--- src/rtl/connector_wr_merge.sv ---
// connector_wr_merge
//   Buffers per-channel writes in small FIFOs and merges them, round-robin, onto
//   one registered valid/ready stream tagged with the source channel.
//
// Ports
//   clk        sole clock, rising edge
//   reset      asynchronous, active-high
//   wen        per-channel write enable (bit k -> channel k)
//   data       channel k payload at data[k*DATA_W +: DATA_W]
//   freeze     blocks loading of the output register
//   ovf_clr    clears all sticky overflow bits
//   out_ready  downstream accepts the held entry
//   out_valid  output register holds an entry
//   out_data   payload of the held entry
//   out_chan   source channel of the held entry
//   full       FIFO k holds DEPTH entries
//   overflow   sticky, set when a write to a full FIFO is dropped
module connector_wr_merge #(
  parameter int unsigned NCH    = 3,
  parameter int unsigned DATA_W = 8,
  parameter int unsigned DEPTH  = 4,
  localparam int unsigned CW    = (NCH > 1) ? $clog2(NCH) : 1
) (
  input  logic                  clk,
  input  logic                  reset,
  input  logic [NCH-1:0]        wen,
  input  logic [NCH*DATA_W-1:0] data,
  input  logic                  freeze,
  input  logic                  ovf_clr,
  input  logic                  out_ready,
  output logic                  out_valid,
  output logic [DATA_W-1:0]     out_data,
  output logic [CW-1:0]         out_chan,
  output logic [NCH-1:0]        full,
  output logic [NCH-1:0]        overflow
);

  localparam int unsigned AW = $clog2(DEPTH);

  // Pointers carry one extra bit so full and empty are distinguishable.
  logic [NCH-1:0][AW:0]                    wptr_q, rptr_q;
  logic [NCH-1:0][DEPTH-1:0][DATA_W-1:0]   mem_q;
  logic [CW-1:0]                           rr_ptr_q;

  logic [NCH-1:0]     empty, push, drop, pop;
  logic [2*NCH-1:0]   ne_dbl, ne_rot;
  logic               any_ne, load;
  int unsigned        gnt;
  logic [DATA_W-1:0]  head;

  // FIFO status; fullness is judged before any pop in the same cycle.
  always_comb begin
    empty = '0;
    full  = '0;
    push  = '0;
    drop  = '0;
    for (int k = 0; k < NCH; k++) begin
      empty[k] = (wptr_q[k] == rptr_q[k]);
      full[k]  = (wptr_q[k][AW] != rptr_q[k][AW]) &&
                 (wptr_q[k][AW-1:0] == rptr_q[k][AW-1:0]);
      push[k]  = wen[k] && !full[k];
      drop[k]  = wen[k] && full[k];
    end
  end

  // Round-robin search: rotate the non-empty mask so bit i is channel (ptr+i) mod NCH.
  always_comb begin
    ne_dbl = {~empty, ~empty};
    ne_rot = ne_dbl >> rr_ptr_q;
    gnt    = 0;
    any_ne = 1'b0;
    for (int unsigned i = 0; i < NCH; i++) begin
      if (!any_ne && ne_rot[i]) begin
        any_ne = 1'b1;
        gnt    = (32'(rr_ptr_q) + i) % NCH;
      end
    end
  end

  assign load = (!out_valid || out_ready) && !freeze && any_ne;

  always_comb begin
    pop  = '0;
    head = '0;
    for (int k = 0; k < NCH; k++) begin
      if (load && (gnt == k)) begin
        pop[k] = 1'b1;
        head   = mem_q[k][rptr_q[k][AW-1:0]];
      end
    end
  end

  always_ff @(posedge clk or posedge reset) begin
    if (reset) begin
      wptr_q    <= '0;
      rptr_q    <= '0;
      rr_ptr_q  <= '0;
      out_valid <= 1'b0;
      out_data  <= '0;
      out_chan  <= '0;
      overflow  <= '0;
    end else begin
      for (int k = 0; k < NCH; k++) begin
        if (push[k]) wptr_q[k] <= wptr_q[k] + 1'b1;
        if (pop[k])  rptr_q[k] <= rptr_q[k] + 1'b1;
      end
      // A drop in the same cycle as ovf_clr keeps its bit set.
      overflow <= (overflow & ~{NCH{ovf_clr}}) | drop;
      if (load) begin
        out_valid <= 1'b1;
        out_data  <= head;
        out_chan  <= CW'(gnt);
        rr_ptr_q  <= CW'((gnt + 1) % NCH);
      end else if (out_ready) begin
        out_valid <= 1'b0;
      end
    end
  end

  // Storage needs no reset: pointers alone define what is valid.
  always_ff @(posedge clk) begin
    for (int k = 0; k < NCH; k++) begin
      if (push[k]) mem_q[k][wptr_q[k][AW-1:0]] <= data[k*DATA_W +: DATA_W];
    end
  end

endmodule
--- config.mk ---
export PLATFORM = sky130hd
export DESIGN_NAME = connector_wr_merge
export DESIGN_NICKNAME = d
export VERILOG_FILES = /design/src/rtl/connector_wr_merge.sv
export SDC_FILE = /design/constraint.sdc
export NUM_CORES = 1
export LEC_CHECK = 0
export ABC_AREA = 0
export ABC_CLOCK_PERIOD_IN_PS = 6800
export BUFFER_PORTS_ARGS = -buffer_cell sky130_fd_sc_hd__buf_2
export CAP_MARGIN = 5
export CORE_MARGIN = 10
export CORE_UTILIZATION = 55
export CTS_BUF_LIST = sky130_fd_sc_hd__clkbuf_16
export DETAILED_ROUTE_END_ITERATION = 8
export PLACE_DENSITY = 0.84
export SLEW_MARGIN = 20
export SYNTH_ARGS = -nofsm -noshare
export SYNTH_HDL_FRONTEND = slang
export SYNTH_SLANG_ARGS = --single-unit
--- constraint.sdc ---
create_clock -name clk -period 6.8 [get_ports clk]
set_clock_uncertainty 0.1 [all_clocks]
set_input_delay 0.34 -clock clk [delete_from_list [all_inputs] [get_ports clk]]
set_output_delay 0.34 -clock clk [all_outputs]
set_load 0.01 [all_outputs]
Word level (Yosys, flattened, before mapping)
Cells that the tools add are included.

Equal/unequal tests: 11. Bitwise operators: 4. Shifts and indexed selects: 1. Mux-type cells: 29. $lt $le $gt $ge: 9. Div/mod/pow operators: 4. $add $sub $neg: 9. Reductions and logical operators: 29.

Operator list (number): $bwmux W32 (3); $mod A32 B2 Y32 const B (3); $mux W32 (3); $mux W8 (9); $bmux W8 S2 (3); $demux W8 S2 (3); $add A32 B1 Y32 const B (1); $eq A32 B1 Y1 const B (1); $eq A32 B2 Y1 const B (1); $logic_not A32 Y1 (1); $mod A2 B2 Y32 const B (1); $logic_and A1 B1 Y1 (19); $add A3 B1 Y3 const B (6); $lt A2 B3 Y1 const B (6); $eq A3 B3 Y1 (3); $mux W1 (8); $logic_not A1 Y1 (7); $eq A2 B2 Y1 (3); $ge A2 B1 Y1 const B (3); $not A3 Y3 (2); $shr A6 B2 Y3 (1); $add A2 B1 Y3 const B (1); $add A2 B2 Y3 const B (1); $and A3 B3 Y3 (1); other kinds (4) (6).

Logic and storage cells: 119. Bits in registers: 130. Output and inout port bits: 17. Bits of input ports: 32.

Longest topological paths before layout
Depth in word-level cells: 15. Depth in mapped cells: 27. Depth with buffers taken out: 24.

Worst setup path after synthesis
Ideal clock, no wire load.

Kind: flip-flop to flip-flop. Start point: register rptr_q[6] (netlist bit). End point: register rr_ptr_q[0]. Library setup time: 0.124 ns. Data required time: 6.576 ns. Path slack: 0.702 ns. Clock period less this slack: 6.098 ns. Cell stages (with the launch flop): 28. Arrival time: 5.874 ns. Cells stage by stage: dfrtp_1 -> buf_6 -> xor2_1 -> or3_1 -> buf_2 -> or3_1 -> nand4_1 -> a22o_2 -> o21ai_0 -> inv_1 -> ha_1 -> inv_1 -> or4_4 -> nand2_1 -> nor4_1 -> nor3_1 -> nand3_1 -> a21oi_1 -> a21oi_1 -> ha_1 -> a211oi_1 -> xnor2_1 -> ha_1 -> or4_1 -> buf_2 -> a22oi_2 -> o31ai_1 -> a211o_1.

Longest elaborated chain between the ends: 12. Elaborated cells on any way between the ends: 16. Classes of those cells: add/sub (1); div (1); eq/ne (1); shift (1); mux (6); bitwise (1); reduce/logical (5).

Ends and longest elaborated chain: start: declaration (RTL line 41) `logic [NCH-1:0][AW:0] wptr_q, rptr_q;`; start signal: indexed assignment (RTL line 105) `if (pop[k]) rptr_q[k] <= rptr_q[k] + 1'b1;`; $eq A3 B3 Y1 * (RTL line 58) `empty[k] = (wptr_q[k] == rptr_q[k]);`; $not A3 Y3 * (RTL line 68) `ne_dbl = {~empty, ~empty};`; $shr A6 B2 Y3 * (RTL line 69) `ne_rot = ne_dbl >> rr_ptr_q;`; $mux W1 (RTL line 73) `if (!any_ne && ne_rot[i]) begin`; $logic_not A1 Y1 (RTL line 73); $logic_and A1 B1 Y1 (RTL line 73); $mux W1 (RTL line 73); $logic_not A1 Y1 (RTL line 73); $logic_and A1 B1 Y1 (RTL line 73); $mux W32 * (RTL line 73); named net gnt[1] (RTL line 48) `int unsigned gnt;`; $add A32 B1 Y32 * (RTL line 113) `rr_ptr_q <= CW'((gnt + 1) % NCH);`; $mod A32 B2 Y32 * (RTL line 113); end signal: assignment (RTL line 113); end: declaration (RTL line 43) `logic [CW-1:0] rr_ptr_q;`.

The timed path passes the listed nets; every way through them passes the cells marked *. A chain may end at the register's enable or synchronous reset.

Final worst setup path
Start point: register rptr_q[4] (netlist bit). End point: register rr_ptr_q[0].

The elaborated chain is that of the path after synthesis.

==> impl_metrics.tcl <==
set metrics [dict create \
    hold_class "in -> reg" \
    vdd_ir_drop_max_mv 0.3404 \
    drv_cap 0 \
    cts_sinks 130 \
    fin_setup_tns_ns 0 \
    synth_common_cells "96 x edfxtp_1, 34 x dfrtp_1, 31 x ha_1" \
    synth_compound_area_share_pct 10.52 \
    critPathArrivalTime_ns 6.59 \
    cp_max_fo 11 \
    synth-adder-area-share_pct 5.973 \
    wire_per_inst_um 22.47 \
    fillers 747 \
    multi_input_comb_area_mm2 0.002608 \
    drive_above_1_share_pct 23.96 \
    die_h_um 128.7 \
    synth_edf_count 96 \
    critPathKind "reg -> reg" \
    worstMarginPinSlew_ns 0.8031 \
    netlist_instances 473 \
    fin_crit_sh_pct 93.77 \
    slowest_stage "or4_1" \
    die_area_mm2 0.01655 \
    drt_iter0_drc 460 \
    clkLatencyLatePin_ns 0.43 \
    ys_seq_area_share_pct 57.50 \
    critical_path.cell_chain "xor2_1, or3_1, nor2_1, a32o_1, or2_2, o21ai_0, inv_1, ha_1, inv_1, or4_4, nand2_1, nor4_1, nor3_2, nand3_1, or2_2, a21oi_1, ha_1, a211oi_2, xnor2_1, ha_1, or4_1, a22oi_2, o31ai_1, a211o_1" \
    core-area_mm2 0.01147 \
    register_area_mm2 0.003736 \
    synth.most_common_cell "edfxtp_1" \
    antenna_found_initial 0 \
    syn_avg_cell_area_um2 13.73 \
    synth_top_family_by_area "compound AO/OA/AOI/OAI gates" \
    end_kind "flop" \
    initial_core_util_pct 56.63 \
    period_minus_slack_ns 6.376 \
    yosys_warnings 0 \
    fin_nets 601 \
    crit_required_ns 7.01 \
    p_total_mw 4.068 \
    fin_area_mm2 0.007530 \
    viasPerCell 6.251 \
    via_count 4338 \
    die_w_um 128.7 \
    rows 39 \
    grt_overflow 0 \
    tritoncts "yes" \
    relSlewSlack_pct 46.08 \
    async_reset_ff_share_pct 26.15 \
    globalRouteTotalUtil_pct 19.44 \
    grt_max_degree 35 \
    synthMuxAreaShare_pct 9.615 \
    synthSimpleGateAreaFrac_pct 10.21 \
    p_leak_nw 2.939 \
    h-tree-depth 4 \
    timing.critical_path.slowest_cell_delay_ns 0.63 \
    synth_top_area_share_pct 44.39 \
    ys.flop_type "edfxtp_1" \
    antenna_cells 0 \
    hpwlAfterDp_um 10100 \
    drv_slew 0 \
    grt_pass1_vias 4428 \
    gp_congestion 0.9607 \
    synthToLayoutAreaGrowth_pct 15.95 \
    yosys.cell_types.count 64 \
    fmax_ghz 0.1568 \
    setup_viol 0 \
    ant_nets 0 \
    synthTopCellsByArea "edfxtp_1 44%, dfrtp_1 13%, mux4_2 6.6%" \
    hold_viol 0 \
    synth_top_cell_by_area "edfxtp_1" \
    ioPinCount 49 \
    status "finished clean" \
    syn-cell-area_mm2 0.006494 \
    synthXorXnorAreaFrac_pct 3.507 \
    cts_buffer_depth 2 \
    clockRootBuffer "clkbuf_16" \
    cp_common_cell "ha_1" \
    routed_wl_um 15590 \
    dr.pass1.iters 5 \
    dpl-instance-area_mm2 0.006908 \
    rsz0062_at_grt "no" \
    cts_buffers 17 \
    clkTransAtPathRegs_ns 0.06 \
    powerDensity_mw_per_mm2 540.2 \
    drc 0 \
    syn-num-nets 536 \
    cp-start-kind "flop" \
    grt_pass1_wl_um 24580 \
    yosys_register_bits 130 \
    port_buffers 48 \
]
report_power, final:
group | total (mW) | switching (mW) | internal (mW) | leakage [nW]
clock | 0.903 | 0.362 | 0.541 | 0.277
combinational | 1.92 | 1.14 | 0.771 | 1.37
sequential | 1.25 | 0.151 | 1.10 | 1.30
total | 4.07 | 1.66 | 2.41 | 2.94
metal layers:
| metal | global-route usage, % | vias up | wire length (um) |
|---|---|---|---|
| met5 | 0 | - | 0 |
| met4 | 9.496 | 0 | 491 |
| met3 | 5.503 | 43 | 1014 |
| met2 | 31.52 | 215 | 7900 |
| met1 | 23.46 | 2120 | 6185 |
| li1 | - | 1960 | - |
kinds of logic (layout without fill, tap and decap cells):
kind of cell | Yosys count | in the layout
mux | 30 | 30
fa+ha+maj | 31 | 31
buf+inv | 38 | 116
flops | 130 | 130
xor+xnor | 26 | 26
compound gates | 94 | 94
simple gates | 124 | 124
worst paths after layout:
check | from | to | slack, ns | depth (start not counted)
min in group asynchronous | reset | wptr_q[2] | 0.47 | 4
max | rptr_q[4] | rr_ptr_q[0] | 0.42 | 24
min | data[9] | mem_q[33] | 0.02 | 1
max reg2reg | rptr_q[4] | rr_ptr_q[0] | 0.42 | 24
max in group asynchronous | reset | rptr_q[7] | 5.76 | 4
min reg2reg | out_chan[1] | out_chan[1] | 0.38 | 2
through the flow:
step	instances	util, %	hold slack [ns]	worst slack, ns
2_1_floorplan	473	-	0.3364	0.7024
3_3_place_gp	660	60.24	0.3617	0.4916
3_5_place_dp	660	60.24	0.3700	0.2449
4_1_cts	693	65.39	0.009475	0.2203
5_1_grt	694	65.66	0.01131	0.05245
6_report	694	65.66	0.01955	0.4238
registers in the layout, summed over array words and instances (netlist names):
| name | count |
|---|---|
| mem_q | 96 |
| rptr_q | 9 |
| wptr_q | 9 |
| out_data | 8 |
| overflow | 3 |
| out_chan | 2 |
| rr_ptr_q | 2 |
| out_valid | 1 |
worst max-delay path, delay by kind of cell (launching register included):
family	cells	cell delay (ns)
adders and majority gates	3	0.67
and+or+nand+nor	10	3.13
AOI/OAI and AO/OA	7	1.26
xor gates and xnor gates	2	0.36
buffers and inverters	2	0.21
DFF	1	0.52
final cells by class:
type	count	share of cell area [%]
Timing Repair Buffer	61	4.520
Clock buffer	17	5.650
Inverter	23	1.147
Clock inverter	15	2.060
Sequential cell	130	49.62
Multi-Input combinational cell	305	34.63
Tap cell	143	2.376
cells in the final DEF (no fill, tap or decap), drive strengths merged, types with 5 or more instances in the layout:
cell | Yosys | layout
or3 | 5 | 5
buf | 11 | 60
clkbuf | 4 | 17
nand3 | 15 | 15
xor2 | 15 | 15
mux4 | 24 | 24
nor3 | 16 | 16
ha | 31 | 31
dfrtp | 34 | 34
nand2 | 20 | 20
edfxtp | 96 | 96
xnor2 | 11 | 11
and2 | 16 | 16
a21oi | 11 | 11
inv | 23 | 27
clkinv | 0 | 6
a211oi | 5 | 5
o21ai | 26 | 26
a22oi | 21 | 21
nor2 | 23 | 23
timing repair:
action                     in CTS  in global routing
setup endpoints to repair       0                  2
buffers inserted                0                  1
hold endpoints to repair       34                  0
hold buffers                    1                  0
resized for setup               0                  6
No activity file was read; power rests on OpenSTA's default activity.
